### config.mk
export PLATFORM = sky130hd
export DESIGN_NAME = fetch_unit_flat
export DESIGN_NICKNAME = d
export VERILOG_FILES = /design/src/rtl/fetch_unit_if.sv /design/src/rtl/fetch_unit.sv /design/src/flat_wrapper.sv
export SDC_FILE = /design/constraint.sdc
export NUM_CORES = 1
export LEC_CHECK = 0
export BUFFER_PORTS_ARGS = -buffer_cell sky130_fd_sc_hd__buf_2
export CORE_MARGIN = 1
export CORE_UTILIZATION = 40
export CTS_BUF_LIST = sky130_fd_sc_hd__clkbuf_4
export CTS_CLUSTER_SIZE = 28
export DETAILED_ROUTE_END_ITERATION = 8
export PLACE_DENSITY_LB_ADDON = 0.25
export RECOVER_POWER = 50
export SYNTH_ARGS = -nofsm -noshare
export SYNTH_HDL_FRONTEND = slang
export SYNTH_SLANG_ARGS = --single-unit
### constraint.sdc
create_clock -name clk -period 5.1 [get_ports clk]
set_input_delay 1.53 -clock clk [delete_from_list [all_inputs] [get_ports clk]]
set_output_delay 1.53 -clock clk [all_outputs]
set_load 0.005 [all_outputs]
### src/rtl/fetch_unit_if.sv
// Fetch-side bus bundle: synchronous instruction ROM port plus the decode handshake.
// master = fetch_unit, slave = ROM/decode environment.
interface fetch_unit_if #(
  parameter int unsigned XLEN = 32
);
  logic            rom_en;
  logic [XLEN-1:0] rom_addr;
  logic [31:0]     rom_data;
  logic [31:0]     instr_out;
  logic [XLEN-1:0] instr_addr;
  logic            instr_valid;
  logic            instr_ready;

  modport master (
    output rom_en, rom_addr, instr_out, instr_addr, instr_valid,
    input  rom_data, instr_ready
  );

  modport slave (
    input  rom_en, rom_addr, instr_out, instr_addr, instr_valid,
    output rom_data, instr_ready
  );
endinterface

### src/rtl/fetch_unit.sv
// RV32 fetch stage: PC, synchronous ROM issue, epoch-tagged return, instruction FIFO to decode.
// Optional FETCH_PERF_COUNTERS_EN adds stall-cycle and redirect counters.
module fetch_unit #(
  parameter int unsigned     XLEN       = 32,
  parameter logic [XLEN-1:0] RESET_ADDR = '0,
  parameter int unsigned     DEPTH      = 4
) (
  input  logic            clk,
  input  logic            rst_n,
  output logic [XLEN-1:0] pc_out,
  input  logic            bpu_pc_write,
  input  logic [XLEN-1:0] bpu_pc_value,
  input  logic            ex_redirect,
  input  logic [XLEN-1:0] ex_target,
  input  logic            stall,
  fetch_unit_if.master    bus
`ifdef FETCH_PERF_COUNTERS_EN
  ,
  output logic [31:0]     perf_stall_cycles,
  output logic [31:0]     perf_redirects
`endif
);
  localparam int unsigned PW = (DEPTH > 1) ? $clog2(DEPTH) : 1;
  localparam int unsigned CW = PW + 1;
  localparam logic [CW:0] DEPTH_C = (CW + 1)'(DEPTH);

  logic [XLEN-1:0] pc_q, pc_d;
  logic            epoch_q, epoch_d;
  logic            if_valid_q, if_valid_d;
  logic [XLEN-1:0] if_addr_q, if_addr_d;
  logic            if_epoch_q, if_epoch_d;
  logic [31:0]     mem_instr_q [DEPTH];
  logic [XLEN-1:0] mem_addr_q  [DEPTH];
  logic [PW-1:0]   rd_ptr_q, rd_ptr_d, wr_ptr_q, wr_ptr_d;
  logic [CW-1:0]   count_q, count_d;

  logic            redirect_s, issue_s, ret_s, push_s, pop_s;
  logic [XLEN-1:0] target_s;
  logic [CW:0]     occ_s;

  // Control decode; the occupancy test ignores a same-cycle pop on purpose.
  always_comb begin
    redirect_s = ex_redirect | bpu_pc_write;
    target_s   = ex_redirect ? ex_target : bpu_pc_value;
    occ_s      = {1'b0, count_q} + {{CW{1'b0}}, if_valid_q};
    issue_s    = !redirect_s && !stall && (occ_s < DEPTH_C);
    ret_s      = if_valid_q && !stall && !redirect_s;
    push_s     = ret_s && (if_epoch_q == epoch_q);
    pop_s      = (count_q != {CW{1'b0}}) && bus.instr_ready && !redirect_s;
  end

  // Next-state for PC, epoch, in-flight tag and FIFO bookkeeping.
  always_comb begin
    pc_d       = pc_q;
    epoch_d    = epoch_q;
    if_valid_d = if_valid_q;
    if_addr_d  = if_addr_q;
    if_epoch_d = if_epoch_q;
    rd_ptr_d   = rd_ptr_q;
    wr_ptr_d   = wr_ptr_q;
    count_d    = count_q;
    if (redirect_s) begin
      pc_d       = {target_s[XLEN-1:2], 2'b00};
      epoch_d    = ~epoch_q;
      if_valid_d = 1'b0;
      rd_ptr_d   = {PW{1'b0}};
      wr_ptr_d   = {PW{1'b0}};
      count_d    = {CW{1'b0}};
    end else begin
      if (ret_s) begin
        if_valid_d = 1'b0;
      end else begin
        if_valid_d = if_valid_q;
      end
      if (issue_s) begin
        if_valid_d = 1'b1;
        if_addr_d  = pc_q;
        if_epoch_d = epoch_q;
        pc_d       = pc_q + XLEN'(32'd4);
      end else begin
        pc_d       = pc_q;
      end
      wr_ptr_d = push_s ? wr_ptr_q + PW'(1'b1) : wr_ptr_q;
      rd_ptr_d = pop_s  ? rd_ptr_q + PW'(1'b1) : rd_ptr_q;
      count_d  = count_q + CW'(push_s) - CW'(pop_s);
    end
  end

  // State registers.
  always_ff @(posedge clk or negedge rst_n) begin
    if (!rst_n) begin
      pc_q       <= RESET_ADDR;
      epoch_q    <= 1'b0;
      if_valid_q <= 1'b0;
      if_addr_q  <= {XLEN{1'b0}};
      if_epoch_q <= 1'b0;
      rd_ptr_q   <= {PW{1'b0}};
      wr_ptr_q   <= {PW{1'b0}};
      count_q    <= {CW{1'b0}};
    end else begin
      pc_q       <= pc_d;
      epoch_q    <= epoch_d;
      if_valid_q <= if_valid_d;
      if_addr_q  <= if_addr_d;
      if_epoch_q <= if_epoch_d;
      rd_ptr_q   <= rd_ptr_d;
      wr_ptr_q   <= wr_ptr_d;
      count_q    <= count_d;
    end
  end

  // FIFO storage; cleared on reset so the head reads zero until the first push.
  always_ff @(posedge clk or negedge rst_n) begin
    if (!rst_n) begin
      for (int i = 0; i < int'(DEPTH); i++) begin
        mem_instr_q[i] <= 32'h0;
        mem_addr_q[i]  <= {XLEN{1'b0}};
      end
    end else if (push_s) begin
      mem_instr_q[wr_ptr_q] <= bus.rom_data;
      mem_addr_q[wr_ptr_q]  <= if_addr_q;
    end
  end

  // Outputs; rom_en is gated by rst_n so nothing is requested while held in reset.
  always_comb begin
    pc_out          = pc_q;
    bus.rom_en      = issue_s & rst_n;
    bus.rom_addr    = pc_q;
    bus.instr_valid = (count_q != {CW{1'b0}});
    bus.instr_out   = mem_instr_q[rd_ptr_q];
    bus.instr_addr  = mem_addr_q[rd_ptr_q];
  end

`ifdef FETCH_PERF_COUNTERS_EN
  logic [31:0] perf_stall_q, perf_redir_q;

  // A blocked cycle is any non-redirect cycle in which issue did not fire.
  always_ff @(posedge clk or negedge rst_n) begin
    if (!rst_n) begin
      perf_stall_q <= 32'h0;
      perf_redir_q <= 32'h0;
    end else begin
      perf_stall_q <= perf_stall_q + {31'h0, (!redirect_s && !issue_s)};
      perf_redir_q <= perf_redir_q + {31'h0, redirect_s};
    end
  end

  assign perf_stall_cycles = perf_stall_q;
  assign perf_redirects    = perf_redir_q;
`endif
endmodule

### src/flat_wrapper.sv
// flat-port wrapper written by rule: the top's interface ports become plain ports
module fetch_unit_flat 
#(
  parameter int unsigned     XLEN       = 32,
  parameter logic [XLEN-1:0] RESET_ADDR = '0,
  parameter int unsigned     DEPTH      = 4
)
  (clk, rst_n, pc_out, bpu_pc_write, bpu_pc_value, ex_redirect, ex_target, stall, bus_rom_en, bus_rom_addr, bus_instr_out, bus_instr_addr, bus_instr_valid, bus_rom_data, bus_instr_ready);
  fetch_unit_if #(.XLEN(XLEN)) bus_i ();
  input  logic clk;
  input  logic rst_n;
  output logic [XLEN-1:0] pc_out;
  input  logic bpu_pc_write;
  input  logic [XLEN-1:0] bpu_pc_value;
  input  logic ex_redirect;
  input  logic [XLEN-1:0] ex_target;
  input  logic stall;
  output wire logic [$bits(bus_i.rom_en)-1:0] bus_rom_en;
  output wire logic [$bits(bus_i.rom_addr)-1:0] bus_rom_addr;
  output wire logic [$bits(bus_i.instr_out)-1:0] bus_instr_out;
  output wire logic [$bits(bus_i.instr_addr)-1:0] bus_instr_addr;
  output wire logic [$bits(bus_i.instr_valid)-1:0] bus_instr_valid;
  input wire logic [$bits(bus_i.rom_data)-1:0] bus_rom_data;
  input wire logic [$bits(bus_i.instr_ready)-1:0] bus_instr_ready;
  assign bus_rom_en = bus_i.rom_en;
  assign bus_rom_addr = bus_i.rom_addr;
  assign bus_instr_out = bus_i.instr_out;
  assign bus_instr_addr = bus_i.instr_addr;
  assign bus_instr_valid = bus_i.instr_valid;
  assign bus_i.rom_data = bus_rom_data;
  assign bus_i.instr_ready = bus_instr_ready;
  fetch_unit #(.XLEN(XLEN), .RESET_ADDR(RESET_ADDR), .DEPTH(DEPTH)) u_core (.clk(clk), .rst_n(rst_n), .pc_out(pc_out), .bpu_pc_write(bpu_pc_write), .bpu_pc_value(bpu_pc_value), .ex_redirect(ex_redirect), .ex_target(ex_target), .stall(stall), .bus(bus_i));
endmodule
==> flow_summary.yaml, run 1 <==
synthesis:
  syn-mean-instance-area_um2: 13.6
  yosys.area_share.simple: 0.0711
  ys_top_cells_by_area: "dfrtp_1 54%, mux2_2 18%, mux4_2 9.5%"
  synth_top_family_by_area: "multiplexers"
  ys_warn_count: 0
  async_flop_share: 1.00
  ys_seq_area_frac: 0.541
  synth.top_cell.area_share: 0.541
  synth_edf_count: 0
  synthAdderAreaFrac: 0.00816
  synth_seq_cells: 318
  synth_ff_type: "dfrtp_1"
  synth_cells: 1084
  synthMuxAreaShare: 0.286
  synth_xor_area_frac: 0.0119
  synth-compound-area-share: 0.0417
  syn-cell-area_um2: 14700
  synth_top_area_cell: "dfrtp_1"
  synth.distinct_cells: 57
critical_path:
  worstPathCellList: "clkbuf_1 > clkbuf_1 > inv_1 > a31oi_1 > o31ai_1 > a21oi_1 > a21oi_1"
  cp-start-kind: "primary input"
  path_buf_inv: 3
  reg2reg_to: "u_core.mem_instr_q[48]"
  r2r_cells: 6
  arrival_ns: 4.91
  endpoint: "u_core.bus.rom_addr[8]"
  r2r_slack_ns: 2.18
  worstSetupPathType: "in -> reg"
  endpoint_kind: "flip-flop"
  slowest_stage: "clkbuf_1"
  slowest_delay_ns: 1.45
  crit_family: "buffers and inverters"
  required_ns: 5.72
  cp_num_cells: 7
  cp_max_fo: 42
  crit_start: "ex_redirect"
  worstReg2RegStart: "u_core.epoch_q"
sta:
  setup_viol: 0
  worstMarginPinSlew_ns: 2.88
  hold_violations: 0
  rsz0062_at_grt: "no"
  fin_setup_tns_ns: 0
  fmax_mhz: 233
  clock_skew_ns: 0.0402
  maxSlewHeadroom: -0.918
  post-route-period-util: 0.842
  final.setup.worst_slack_ns: 0.805
  period_needed_ns: 4.29
  final_max_slew_viol_count: 296
floorplanning:
  ios: 232
  dieWidth_um: 194
  num_rows: 69
  core_um2: 35900
  die_h_um: 194
  initial_core_util: 0.410
  die-area_um2: 37600
final_layout:
  finalInstanceArea_um2: 17200
  drive_above_1_share: 0.489
  area_growth_pct: 16.6
  nFillCells: 3276
  fin_nets: 1428
  multi_input_area_um2: 6220
  regArea_um2: 7970
cts:
  cts_tree: "yes"
  root_buffer: "clkbuf_4"
  cts.path.max_buffers: 3
  clkLatencyLatePin_ns: 0.75
  cts.htree.levels: 3
  clock_sinks: 318
  hold_buffers: 0
  path_clk_slew_ns: 0.07
  post_cts_buffers: 0
  numCtsBuffers: 86
  cts_resized: 0
drt:
  wl_met3_mm: 2.08
  drc: 0
  wirelength_mm: 36.2
  met1_length_mm: 16.0
  dr_wl_met2_mm: 17.4
  ant_nets: 0
  top_layer_used: "met5"
  dr_total_vias: 9801
  viasPerCell: 5.32
  wire_per_inst_um: 19.7
  drtIter0Drc: 365
  drt-pass1-iter-count: 5
outcome:
  status: "finished with violations"
  violations: "capacitance limit, slew limit"
power_and_ir_drop:
  irDropWorstVdd_mv: 0.142
  combinationalPowerShare: 0.153
  p_seq_frac: 0.482
  p_leak_nw: 8.66
  intPower_mw: 4.52
  switching_share: 0.270
  power.share.clock: 0.365
  p_switching_mw: 1.67
  cellPowerDensity_nw_per_um2: 361
placed_design:
  pre_cts_slack_ns: 1.05
  gp_congestion: 0.776
  dp_hpwl_mm: 22.2
  io_buffers: 221
  dpl-instance-area_um2: 16100
grt:
  grt_pass1_vias: 10400
  gr-usage-all-layers: 0.199
  grt_max_degree: 160
  antenna_found_initial: 2
  grt-ovfl-total: 0
  grt_pass1_wl_mm: 58.1
min_path:
  hp-class: "reg -> reg"
job:
  maxCapViolCount: 4
layout by cell type, fill, tap and decap left out, drive strengths merged, types with 9 or more instances in the layout:
master  Yosys  final
nand2     123    123
nand4      11     11
xor2       11     11
dfrtp     318    318
xnor2       9      9
nand3      11     11
mux2      248    248
clkinv      0     16
clkbuf     24    138
nor2       30     30
a211oi      9      9
inv        10     13
mux4       62     62
o21ai      26     26
a21oi      14     14
buf        76    233
power groups by stage:
stage	logic, mW	registers, mW	clock network [mW]
floorplan	0.576	2.95	0
global placement	0.953	3.01	0
detailed placement	0.968	3.03	0
CTS	0.970	2.98	2.35
global route	1.05	3.02	2.49
finish	0.949	2.98	2.26
worst register-to-register path, cell delays in order (launching register included):
cell      delay (ns)
dfrtp_1         0.41
xor2_1          0.18
nor4b_1         0.30
clkbuf_1        0.56
nand2_4         0.55
buf_4           0.50
mux2_2          0.30
worst min-delay path by stage:
stage                             to  cells past startpoint                  start
2_1_floorplan  u_core.mem_addr_q[37]                      1  u_core.mem_addr_q[37]
3_3_place_gp   u_core.mem_addr_q[89]                      1  u_core.mem_addr_q[89]
3_5_place_dp   u_core.mem_addr_q[37]                      1  u_core.mem_addr_q[37]
4_1_cts        u_core.mem_addr_q[37]                      1  u_core.mem_addr_q[37]
5_1_grt        u_core.mem_addr_q[87]                      1  u_core.mem_addr_q[87]
6_report       u_core.mem_addr_q[89]                      1  u_core.mem_addr_q[89]
metal layers:
metal  GRT usage  vias to the layer above
met2       0.320                      324
met3      0.0449                       59
met4      0.0723                        2
met5           0                        -
li1            -                     4425
met1       0.264                     4991
layout make-up:
class                   count  share of cell area
clock inverters            20             0.00605
inverters                  10             0.00219
diodes                      1            0.000146
flip-flops and latches    318               0.464
repair buffers            240              0.0737
well taps                 461              0.0336
multi-input cells         661               0.363
clock buffers             131              0.0573
state kept, by name, indices dropped and copies added, names as in the netlist:
signal / count
u_core.count_q: 3
u_core.mem_instr_q: 128
u_core.rd_ptr_q: 2
u_core.if_addr_q: 30
u_core.epoch_q: 1
u_core.mem_addr_q: 120
u_core.wr_ptr_q: 2
u_core.if_valid_q: 1
u_core.bus.rom_addr: 30
u_core.if_epoch_q: 1
Yosys cell counts (3+ instances only):
| library cell | number |
|---|---|
| mux2_2 | 229 |
| or3_1 | 6 |
| and3_1 | 7 |
| nand4_1 | 10 |
| mux4_2 | 62 |
| o2bb2ai_1 | 5 |
| o21ai_0 | 26 |
| nor2b_1 | 6 |
| xor2_1 | 11 |
| inv_1 | 10 |
| ha_1 | 8 |
| buf_4 | 36 |
| a22oi_1 | 5 |
| o311ai_0 | 7 |
| mux2_1 | 19 |
| nand2_1 | 119 |
| nand2b_1 | 8 |
| and2_1 | 3 |
| a211oi_1 | 9 |
| dfrtp_1 | 318 |
| nor3_1 | 5 |
| buf_2 | 33 |
| nand2_2 | 4 |
| nor2_1 | 30 |
| xnor2_1 | 9 |
| nand3_1 | 11 |
| a21oi_1 | 14 |
| clkbuf_1 | 24 |
| a31oi_1 | 7 |
| buf_1 | 7 |
through the flow:
stage | power (mW) | utilization | cells | hold slack [ns]
finish | 6.19 | 0.478 | 1842 | 0.488
global route | 6.56 | 0.478 | 1842 | 0.508
CTS | 6.30 | 0.479 | 1841 | 0.493
detailed placement | 3.99 | 0.448 | 1690 | 0.478
global placement | 3.96 | 0.448 | 1690 | 0.469
floorplan | 3.52 | - | 1089 | 0.459
logic make-up after synthesis:
| group | after synthesis |
|---|---|
| flip-flops | 318 |
| multiplexers | 312 |
| AND/OR/NAND/NOR | 223 |
| buffers and inverters | 110 |
| AO/OA/AOI/OAI | 91 |
| XOR/XNOR | 20 |
| adder cells (fa/ha/maj) | 9 |
| other | 1 |
Power figures use the tool's default switching activity.
==> run 2, diff against run 1 <==
==> constraint.sdc (replaced) <==
create_clock -name clk -period 4.2 [get_ports clk]
set_input_delay 1.26 -clock clk [delete_from_list [all_inputs] [get_ports clk]]
set_output_delay 1.26 -clock clk [all_outputs]
set_load 0.005 [all_outputs]
==> run 2 against run 1 <==
Against the previous run: the run still ends with capacitance limit, slew limit left; clock skew up 0.014 ns; design area up 0.28%; register-to-register slack worse by 0.85 ns; die area unchanged; routed wire length down 0.59%; clock power up 21%; combinational power up 21%; critical path type unchanged; largest power group unchanged.
==> flow_summary.yaml, run 2 (synthesis gave the netlist of run 1 again) <==
cts:
  cts.htree.levels: 3
  hold_buffers: 0
  post_cts_buffers: 0
  root_buffer: "clkbuf_4"
  path_clk_slew_ns: 0.06
  cts.path.max_buffers: 3
  clkLatencyLatePin_ns: 0.74
  cts_resized: 0
  clock_sinks: 318
  cts_tree: "yes"
  numCtsBuffers: 88
grt:
  antenna_found_initial: 2
  grt-ovfl-total: 0
  grt_pass1_wl_mm: 57.9
  grt_pass1_vias: 10300
  grt_max_degree: 166
  gr-usage-all-layers: 0.199
floorplanning:
  initial_core_util: 0.410
  die_h_um: 194
  core_um2: 35900
  dieWidth_um: 194
  num_rows: 69
  ios: 232
  die-area_um2: 37600
placed_design:
  gp_congestion: 0.746
  io_buffers: 221
  placed_cells: 1693
  dp_hpwl_mm: 22.3
drt:
  wire_per_inst_um: 19.5
  wirelength_mm: 36.0
  drt-pass1-iter-count: 5
  drtIter0Drc: 476
  drc: 0
  dr_total_vias: 9780
  ant_nets: 0
  viasPerCell: 5.30
sta:
  final_max_slew_viol_count: 273
  fmax_mhz: 262
  setup_viol: 0
  fin_setup_tns_ns: 0
  post-route-period-util: 0.909
  clock_skew_ns: 0.0538
  worstMarginPinSlew_ns: 2.28
  hold_violations: 0
  maxSlewHeadroom: -0.521
  period_needed_ns: 3.82
  rsz0062_at_grt: "no"
job:
  maxCapViolCount: 3
outcome:
  status: "finished with violations"
  violations: "capacitance limit, slew limit"
critical_path:
  cp-start-kind: "primary input"
  cp_max_fo: 23
  r2r_slack_ns: 1.33
  endpoint: "u_core.mem_instr_q[114]"
  r2r_cells: 6
  required_ns: 4.77
  worstReg2RegStart: "u_core.epoch_q"
  endpoint_kind: "flip-flop"
  reg2reg_to: "u_core.mem_instr_q[114]"
  crit_start: "ex_redirect"
  worstSetupPathType: "in -> reg"
  arrival_ns: 4.39
final_layout:
  drive_above_1_share: 0.494
  top_register: "u_core.mem_instr_q"
  largestRegisters: "u_core.mem_instr_q x128, u_core.mem_addr_q x120"
  largest_register_ffs: 128
  fin_cells: 1846
  layout_common_cells: "316 x dfrtp_1, 229 x mux2_2, 219 x buf_2, 140 x clkbuf_4, 119 x nand2_1"
  fin_nets: 1433
  final_common_cell: "dfrtp_1"
  area_growth_pct: 16.9
power_and_ir_drop:
  irDropWorstVdd_mv: 0.158
  p_leak_nw: 8.69
  cellPowerDensity_nw_per_um2: 436
min_path:
  hp-class: "in -> async"
==> run 2: cell count changes in the layout (fill, tap and decap cells not counted), sizes merged <==
| cell | before | now |
|---|---|---|
| clkbuf | 138 | 147 |
| clkinv | 16 | 10 |
| inv | 13 | 12 |
| buf | 233 | 235 |
| bufinv | 1 | 0 |
| diode | 1 | 2 |
==> run 2: worst min path at each step <==
stage                                from                     end  slack, ns  cells after the start
finish                              rst_n  u_core.mem_instr_q[32]       0.43                      1
global route                        rst_n  u_core.mem_instr_q[32]       0.36                      1
CTS                                 rst_n  u_core.mem_instr_q[32]       0.36                      1
detailed placement  u_core.mem_addr_q[57]   u_core.mem_addr_q[57]       0.48                      1
global placement    u_core.mem_addr_q[67]   u_core.mem_addr_q[67]       0.47                      1
floorplan           u_core.mem_addr_q[37]   u_core.mem_addr_q[37]       0.46                      1
==> run 2: layout make-up <==
class	instances	area (µm²)
Multi-Input combinational cell	661	6200
Sequential cell	318	7970
Fill cell	3349	18700
Inverter	10	37.5
Clock buffer	139	1040
Tap cell	461	577
Timing Repair Buffer	243	1320
Clock inverter	12	46.3
Antenna cell	2	5.00
==> run 2: critical path, stage by stage <==
cell	delay [ns]
clkbuf_1	0.11
or2_0	0.33
clkbuf_1	0.45
nor4b_1	0.44
clkbuf_1	0.48
nand2_2	0.57
buf_4	0.42
mux2_2	0.29
==> run 2: metal layers <==
metal	part of all wire	vias up	track usage
li1	-	4435	-
met1	0.45	4983	0.266
met2	0.48	317	0.318
met3	0.055	45	0.0428
met4	0.017	0	0.0729
met5	0	-	0
==> run 2: power by group <==
group	internal (mW)	total [mW]	switching [mW]	leakage, nW
sequential	3.37	3.62	0.252	4.27
combinational	0.646	1.15	0.501	3.75
clock	1.48	2.73	1.25	0.666
==> run 2: stage by stage <==
step | worst slack [ns] | hold WS (ns) | power [mW] | util | cell area (µm²)
after floorplan | 0.566 | 0.459 | 4.28 | - | 14700
after global placement | 0.712 | 0.469 | 4.82 | 0.450 | 16200
after detailed placement | 0.668 | 0.477 | 4.85 | 0.450 | 16200
after CTS | 0.266 | 0.364 | 7.64 | 0.480 | 17300
after global routing | 0.222 | 0.359 | 7.95 | 0.479 | 17200
final | 0.381 | 0.429 | 7.49 | 0.479 | 17200
==> run 3, diff against run 2 <==
--- a/config.mk
+++ b/config.mk
@@ -6,11 +6,12 @@
 export NUM_CORES = 1
 export LEC_CHECK = 0
 export BUFFER_PORTS_ARGS = -buffer_cell sky130_fd_sc_hd__buf_2
-export CORE_MARGIN = 1
+export CORE_MARGIN = 5
 export CORE_UTILIZATION = 40
 export CTS_BUF_LIST = sky130_fd_sc_hd__clkbuf_4
 export CTS_CLUSTER_SIZE = 28
 export DETAILED_ROUTE_END_ITERATION = 8
+export GPL_TIMING_DRIVEN = 0
 export PLACE_DENSITY_LB_ADDON = 0.25
 export RECOVER_POWER = 50
 export SYNTH_ARGS = -nofsm -noshare
==> run 3 against run 2 <==
Against the previous run: the run still ends with capacitance limit, slew limit left; sequential power is essentially flat; largest power group unchanged; register-to-register slack gained 0.16 ns; global-route usage shrank 0.73 points; non-clock buffer count grew 80; clock-buffer cell count shrank 3; highest routed layer is now met5; clock power is essentially flat.
==> flow_summary.yaml, run 3 (synthesis gave the netlist of run 1 again) <==
grt:
  antenna_found_initial: 3
  gr-usage-all-layers: 0.191
  grt_pass1_wl_mm: 61.9
  grt_pass1_vias: 10900
  grt-ovfl-total: 0
  grt_max_degree: 93
drt:
  drt-pass1-iter-count: 5
  viasPerCell: 5.25
  drc: 0
  drtIter0Drc: 451
  ant_nets: 0
  wirelength_mm: 38.4
  dr_total_vias: 10200
  wire_per_inst_um: 19.9
cts:
  cts_tree: "yes"
  clock_sinks: 318
  clkLatencyLatePin_ns: 0.72
  cts.path.max_buffers: 3
  path_clk_slew_ns: 0.05
  numCtsBuffers: 87
  hold_buffers: 0
  cts.htree.levels: 3
  root_buffer: "clkbuf_4"
floorplanning:
  die-area_um2: 40700
  num_rows: 70
  ios: 232
  initial_core_util: 0.404
  core_um2: 36400
  die_h_um: 202
  dieWidth_um: 202
placed_design:
  io_buffers: 219
  dpl-instance-area_um2: 16500
  pre_cts_slack_ns: -0.344
  placed_cells: 1779
  dp_hpwl_mm: 26.6
  gp_congestion: 0.858
sta:
  period_needed_ns: 3.97
  clock_skew_ns: 0.0374
  post-route-period-util: 0.944
  maxSlewHeadroom: -0.469
  holdWs_ns: 0.487
  hold_violations: 0
  final_max_slew_viol_count: 86
  final.setup.worst_slack_ns: 0.234
  setup_viol: 0
  fmax_mhz: 252
  fin_setup_tns_ns: 0
  rsz0062_at_grt: "no"
  worstMarginPinSlew_ns: 2.20
final_layout:
  utilization: 0.483
  fin_cells: 1935
  final_common_cell: "dfrtp_1"
  largest_register_ffs: 128
  fin_nets: 1512
  finalInstanceArea_um2: 17600
  top_register: "u_core.mem_instr_q"
  largestRegisters: "u_core.mem_instr_q x128, u_core.mem_addr_q x120"
  area_growth_pct: 19.5
  drive_above_1_share: 0.490
  layout_common_cells: "318 x dfrtp_1, 238 x buf_2, 229 x mux2_2, 136 x clkbuf_4, 123 x nand2_1"
min_path:
  hp-class: "reg -> reg"
  hp-start: "u_core.mem_addr_q[90]"
outcome:
  violations: "capacitance limit, slew limit"
  status: "finished with violations"
power_and_ir_drop:
  irDropWorstVdd_mv: 0.157
  power.total_mw: 7.62
  p_leak_nw: 8.86
  cellPowerDensity_nw_per_um2: 433
critical_path:
  arrival_ns: 2.71
  r2r_slack_ns: 1.49
  cp-start-kind: "primary input"
  endpoint_kind: "primary output"
  cp_max_fo: 10
  worstReg2RegStart: "u_core.count_q[2]"
  required_ns: 2.94
  worstSetupPathType: "in -> out"
  crit_start: "bpu_pc_write"
job:
  maxCapViolCount: 1
-- run 3: cell types whose count changed in the layout (fill, tap and decap cells not counted), moves of 2 or more --
cell	change
clkbuf_1	+34
buf_4	+27
buf_2	+19
buf_12	-5
clkbuf_4	-4
clkinv_1	+4
nand2_1	+4
buf_1	+2
dfrtp_1	+2
dfrtp_4	-2
nand2_2	-2
nand2_4	-2
-- run 3: routing by layer --
metal  part of all wire  track usage
met1               0.44        0.259
met2               0.48        0.307
met3              0.056       0.0467
met4              0.020       0.0591
met5            0.00034            0
-- run 3: worst max-delay path, cell delays in order --
cell and delay [ns]:
clkbuf_1 0.57, or2_0 0.22, buf_2 0.29, nor3_4 0.08
and2_1 0.16, buf_2 0.12
-- run 3: layout make-up --
class / instances / area [µm²]
Fill cell: 3370 / 18900
Sequential cell: 318 / 7960
Multi-Input combinational cell: 661 / 6180
Timing Repair Buffer: 223 / 1150
Clock buffer: 136 / 1020
Tap cell: 468 / 586
Buffer: 100 / 548
Clock inverter: 16 / 86.3
Inverter: 10 / 37.5
Antenna cell: 3 / 7.51
-- run 3: final timing paths --
path	to	depth (start not counted)
min in group asynchronous	u_core.mem_instr_q[101]	1
hold / removal	u_core.mem_addr_q[90]	1
setup reg to reg	u_core.bus.rom_addr[22]	7
setup / recovery	bus_rom_en	6
hold reg to reg	u_core.mem_addr_q[90]	1
max in group asynchronous	u_core.mem_instr_q[30]	3
-- run 3: timing repair --
item,4_1_cts,5_1_grt
buffers inserted,1,0
endpoints found under the setup margin,9,7
hold endpoints to repair,0,0
pin swaps,1,0
resized for setup,3,3
-- run 3: report_power, final --
| group | internal, mW | leakage [nW] | switching (mW) |
|---|---|---|---|
| registers | 3.37 | 4.28 | 0.263 |
| logic | 0.690 | 3.92 | 0.540 |
| clock network | 1.52 | 0.669 | 1.24 |
